$ cat src/rtl/seq_bit_serializer.sv
// seq_bit_serializer: accepts parallel words over valid/ready and shifts them out one bit per clock.
// Optional macro SER_PARITY_EN appends an even-parity bit after the last data bit of each word.
module seq_bit_serializer #(
    parameter int unsigned WIDTH     = 8,
    parameter int unsigned GAP       = 0,
    parameter bit          MSB_FIRST = 1'b1
) (
    input  logic             clk,
    input  logic             reset,
    input  logic [WIDTH-1:0] din,
    input  logic             din_valid,
    output logic             din_ready,
    output logic             ser_bit,
    output logic             ser_valid,
    output logic             busy,
    output logic [15:0]      words_sent
);

`ifdef SER_PARITY_EN
    localparam int unsigned LAST = WIDTH;
`else
    localparam int unsigned LAST = WIDTH - 1;
`endif
    localparam int unsigned CNT_W = $clog2(WIDTH + 1);
    localparam int unsigned GAP_W = 4;

    typedef enum logic [1:0] {
        S_IDLE  = 2'd0,
        S_SHIFT = 2'd1,
        S_GAP   = 2'd2
    } state_t;

    state_t           state;
    logic [WIDTH-1:0] shreg;
    logic [CNT_W-1:0] bit_cnt;
    logic [GAP_W-1:0] gap_cnt;
    logic             last_bit;
    logic             load;
`ifdef SER_PARITY_EN
    logic             par;
`endif

    // First bit to leave the word, and the word with that bit consumed.
    function automatic logic head_of(input logic [WIDTH-1:0] w);
        return MSB_FIRST ? w[WIDTH-1] : w[0];
    endfunction

    function automatic logic [WIDTH-1:0] shift_of(input logic [WIDTH-1:0] w);
        return MSB_FIRST ? {w[WIDTH-2:0], 1'b0} : {1'b0, w[WIDTH-1:1]};
    endfunction

    assign last_bit  = (state == S_SHIFT) && (bit_cnt == CNT_W'(LAST));
    assign din_ready = (state == S_IDLE) || (last_bit && (GAP == 0));
    assign load      = din_valid && din_ready;
    assign busy      = (state != S_IDLE);

    always_ff @(posedge clk or negedge reset) begin
        if (!reset) begin
            state      <= S_IDLE;
            shreg      <= '0;
            bit_cnt    <= '0;
            gap_cnt    <= '0;
            ser_bit    <= 1'b0;
            ser_valid  <= 1'b0;
            words_sent <= '0;
`ifdef SER_PARITY_EN
            par        <= 1'b0;
`endif
        end else begin
            if (last_bit) begin
                words_sent <= words_sent + 16'd1;
            end

            if (load) begin
                // Head bit goes straight to the output register; the rest waits in shreg.
                state     <= S_SHIFT;
                shreg     <= shift_of(din);
                ser_bit   <= head_of(din);
                ser_valid <= 1'b1;
                bit_cnt   <= '0;
`ifdef SER_PARITY_EN
                par       <= ^din;
`endif
            end else begin
                case (state)
                    S_SHIFT: begin
                        if (last_bit) begin
                            ser_bit   <= 1'b0;
                            ser_valid <= 1'b0;
                            gap_cnt   <= '0;
                            state     <= (GAP != 0) ? S_GAP : S_IDLE;
                        end else begin
                            bit_cnt <= bit_cnt + CNT_W'(1);
                            shreg   <= shift_of(shreg);
`ifdef SER_PARITY_EN
                            ser_bit <= (bit_cnt == CNT_W'(WIDTH - 1)) ? par : head_of(shreg);
`else
                            ser_bit <= head_of(shreg);
`endif
                        end
                    end
                    S_GAP: begin
                        gap_cnt <= gap_cnt + GAP_W'(1);
                        if (gap_cnt == GAP_W'(GAP - 1)) begin
                            state <= S_IDLE;
                        end
                    end
                    default: begin
                        state <= S_IDLE;
                    end
                endcase
            end
        end
    end

endmodule

$ cat config.mk
export PLATFORM = sky130hd
export DESIGN_NAME = seq_bit_serializer
export DESIGN_NICKNAME = d
export VERILOG_FILES = /design/src/rtl/seq_bit_serializer.sv
export SDC_FILE = /design/constraint.sdc
export NUM_CORES = 1
export LEC_CHECK = 0
export BUFFER_PORTS_ARGS = -buffer_cell sky130_fd_sc_hd__buf_2
export CAP_MARGIN = 25
export CORE_MARGIN = 2
export CORE_UTILIZATION = 43
export CTS_CLUSTER_SIZE = 20
export DETAILED_ROUTE_END_ITERATION = 10
export PLACE_DENSITY = 0.66
export SYNTH_ARGS = -nofsm -noshare
export SYNTH_HDL_FRONTEND = slang
export SYNTH_SLANG_ARGS = --single-unit
$ cat constraint.sdc
create_clock -name clk -period 2.15 [get_ports clk]
set_input_delay 0.215 -clock clk [delete_from_list [all_inputs] [get_ports clk]]
set_output_delay 0.215 -clock clk [all_outputs]
set_load 0.01 [all_outputs]
==> impl_summary.log <==
INFO  metric status = finished, final reports clean
INFO  metric rsz_0062_raised_after_global_routing = no
INFO  metric fin_crit_share = 90.78%
INFO  metric switching_share = around 36%
INFO  metric clock-root-buffer = sky130_fd_sc_hd__clkbuf_4
INFO  metric fin_hold_ws = approximately 120 ps
INFO  metric antenna_found_initial = 0
INFO  metric initialDrtViolationCount = 20
INFO  metric die-area = 0.003592 mm^2
INFO  metric grt_pass1_wl = about 4.2 mm
INFO  metric timing.final.crit_period = 1952 ps
INFO  metric hold_path_class = in -> reg
INFO  metric tightest_slew = 644.3 ps
INFO  metric cp_slowest_cell = sky130_fd_sc_hd__dfrtp_1
INFO  metric postLayoutCoreUtil = a little over half
INFO  metric worst_ir_drop_vdd = ~0.00065 V
INFO  metric final-max-slew-violation-count = 0
INFO  metric internal_power = 1.056 mW
INFO  metric timing.max_cap.violations = 0
INFO  metric tritoncts = yes
INFO  metric synth.ff_latch_count = 30
INFO  metric synth_area_per_cell = about 11 um^2
INFO  metric deepest_clock_path_buffer_count = 2
INFO  metric final_cells = 192
INFO  metric clock_network_latency_to_the_later_pin_of_the_worst_skew_pair = 330 ps
INFO  metric post-route-drc-count = 0
INFO  metric timing.critical_path.to_type = output port
INFO  metric floorplan.core_area = 0.003003 mm^2
INFO  metric switching_power = 0.6025 mW
INFO  metric power_density = 1053 mW/mm^2
INFO  metric fillCellCount = between 200 and 300
INFO  metric netlist_area = 0.001345 mm^2
INFO  metric netlist_top_cells_count = sky130_fd_sc_hd__dfrtp_1, sky130_fd_sc_hd__nand2_1, sky130_fd_sc_hd__xnor2_1
INFO  metric slew-limit-headroom = between 50% and 60%
INFO  metric seq_power_share = 50.3%
INFO  metric timing.final.ws_setup = 198.2 ps
INFO  metric crit_path_buf_inv_count = 2
INFO  metric critPathKind = reg -> out
INFO  metric top_ff_cell_synth = sky130_fd_sc_hd__dfrtp_1
INFO  metric yosysMostFrequentCell = sky130_fd_sc_hd__dfrtp_1
INFO  metric mapped_cells = 125
INFO  metric critPathArrivalTime = between 1500 and 2000 ps
INFO  metric start_kind = register
INFO  metric total_routing_resource_utilization_after_global_routing = 16.36%
INFO  metric setup_viol_count_final = 0
INFO  metric final.setup_skew = approximately 10 ps
INFO  metric htreeDepth = 2
INFO  metric mappedNetlistNets = 138
INFO  metric cpLargestDelayFamily = simple AND/OR/NAND/NOR gates
INFO  metric p_leak = 0.8293 nW
INFO  metric yosysWarnings = 0
INFO  metric routed_via_density = 5.177
INFO  metric power_frac_clock = 18.4%
INFO  metric yosysUniqueCellTypes = 27
INFO  metric cts_inserted_buffers = 5
INFO  metric critical_path.max_stage_delay = just over 400 ps
INFO  metric synth_top_area_share = 55.81%
INFO  metric path_max_fanout = 18
INFO  metric post_drt_wl_per_cell = 12.98 um
INFO  metric grt_max_degree = 31
INFO  metric cts_sinks = 30
INFO  metric drive_above_1_share = 25.79%
INFO  metric top_level_ports = 31
INFO  metric placement.setup.worst_slack = 367.8 ps
INFO  metric asyncSetResetFlopFracSynth = 100.0%
INFO  metric critical_path.cell_chain = ha_1 > nand3b_2 > and2_2 > inv_2 > buf_2
INFO  metric timing.final.hold_violations = 0
INFO  metric chipHeight = around 60 um
INFO  metric synth_edf_count = 0
INFO  metric vias = 994
INFO  metric post_cts_buffers = 0
INFO  metric combPwrFrac = 31.3%
INFO  metric drtAntennaViolNets = 0
INFO  metric required_time_of_the_critical_path = 1930 ps
INFO  metric flop2flop_setup_slack = 420 ps
INFO  metric replace_congestion = approximately 0.8
INFO  metric setup_total_negative_slack = 0 ps
INFO  metric grt_overflow_total = 0
INFO  metric synth_top_area_cell = sky130_fd_sc_hd__dfrtp_1
INFO  metric ys_seq_area_share = 55.81%
INFO  metric rows = 20
INFO  metric floorplan.die.width = about 60 um
INFO  metric placed_instance_count = 184
INFO  metric clkSlewWorstSetupHoldPaths = approximately 80 ps
INFO  metric ys_top_cells_by_area = sky130_fd_sc_hd__dfrtp_1, sky130_fd_sc_hd__xnor2_1, sky130_fd_sc_hd__nand2_1
INFO  metric routed_wirelength = 2.492 mm
INFO  metric dp.final_hpwl = 1.848 mm
INFO  metric register_area = between 700 and 800 um^2
INFO  metric initial_utilization = roughly 45%
INFO  metric place.port_buffers = 30
INFO  metric insertedDiodeCount = 0
INFO  metric multiInputGateArea = around 560 um^2
INFO  metric detail_route.first_pass.iterations = 2
INFO  metric maxClockFrequency = between 500 and 600 MHz
INFO  metric first_global_vias = 1022
INFO  metric synthToLayoutAreaGrowth = 17.12%
INFO  metric nets = roughly 170
[power by group through the flow]
stage	registers [mW]	logic [mW]	clock network, mW
after floorplan	0.837	0.363	0
after global routing	0.859	0.591	0.338
final	0.834	0.519	0.305
after CTS	0.834	0.526	0.315
after detailed placement	0.842	0.528	0
after global placement	0.837	0.504	0
[stage by stage]
stage / instance area [um^2] / total power [mW]
after floorplan: 1345 / 1.201
after global placement: 1519 / 1.340
after detailed placement: 1519 / 1.370
after CTS: 1574 / 1.675
after global routing: 1575 / 1.788
final: 1575 / 1.658
[kinds of logic (layout without fill, tap and decap cells)]
group	after synthesis	in the layout	synth area share, %
simple gates	49	49	18.05
flops	30	30	55.81
xor+xnor	16	16	10.42
compound gates	12	12	5.488
mux	8	8	5.954
buf+inv	8	42	2.419
fa+ha+maj	2	2	1.860
[placed cells by master (no fill, tap or decap), types with 2 or more instances in the layout]
cell type                  Yosys  routed
sky130_fd_sc_hd__a21o_1        2       2
sky130_fd_sc_hd__and3_1        2       2
sky130_fd_sc_hd__buf_2         2      30
sky130_fd_sc_hd__clkbuf_1      2       2
sky130_fd_sc_hd__clkbuf_4      0       5
sky130_fd_sc_hd__dfrtp_1      30      30
sky130_fd_sc_hd__ha_1          2       2
sky130_fd_sc_hd__inv_1         3       3
sky130_fd_sc_hd__mux2i_1       8       8
sky130_fd_sc_hd__nand2_1      23      23
sky130_fd_sc_hd__nand3_1       5       5
sky130_fd_sc_hd__nand4_1       3       3
sky130_fd_sc_hd__nor2_1        8       8
sky130_fd_sc_hd__o21ai_0       7       7
sky130_fd_sc_hd__xnor2_1      10      10
sky130_fd_sc_hd__xor2_1        6       6
[per-layer routing]
metal  up-vias  track usage (%)  routed length [um]
li1        492                -                   -
met1       470            17.74                1073
met2        27            28.11                1201
met3         5            4.545                 172
met4         0            9.841                  44
met5         -                0                   0
[registers in the layout (all words and copies together), names as in the netlist]
name / flops
words_sent: 16
shreg: 7
bit_cnt: 4
ser_bit: 1
ser_valid: 1
state: 1
[timing repair]
item / in CTS / in global routing
setup endpoints to repair: 0 / 1
endpoints found under the hold margin: 30 / 0
hold buffers: 1 / 0
resized for setup: 0 / 1
[tightest hold or removal path, cell delays in order]
cell,delay (ps)
sky130_fd_sc_hd__buf_2,80
sky130_fd_sc_hd__nand3_1,60
sky130_fd_sc_hd__nand2_1,60
[worst paths after layout]
check                                       to  cells past startpoint           start
min in group asynchronous       words_sent[11]                      2           reset
worst min register to register  words_sent[15]                      1  words_sent[15]
worst max register to register  words_sent[15]                      5      bit_cnt[0]
max in group asynchronous             shreg[4]                      2           reset
worst min-delay path                   ser_bit                      3          din[7]
worst max-delay path                 din_ready                      5      bit_cnt[0]
[layout make-up]
class                      instances  share of cell area [%]
timing repair buffer              31                   10.17
inverter                           4                  0.9531
clock buffer                       7                   2.859
tap                               33                   2.621
sequential                        30                   47.66
multi-input combinational         87                   35.74
Note: power is estimated with default switching activity, not from simulation.
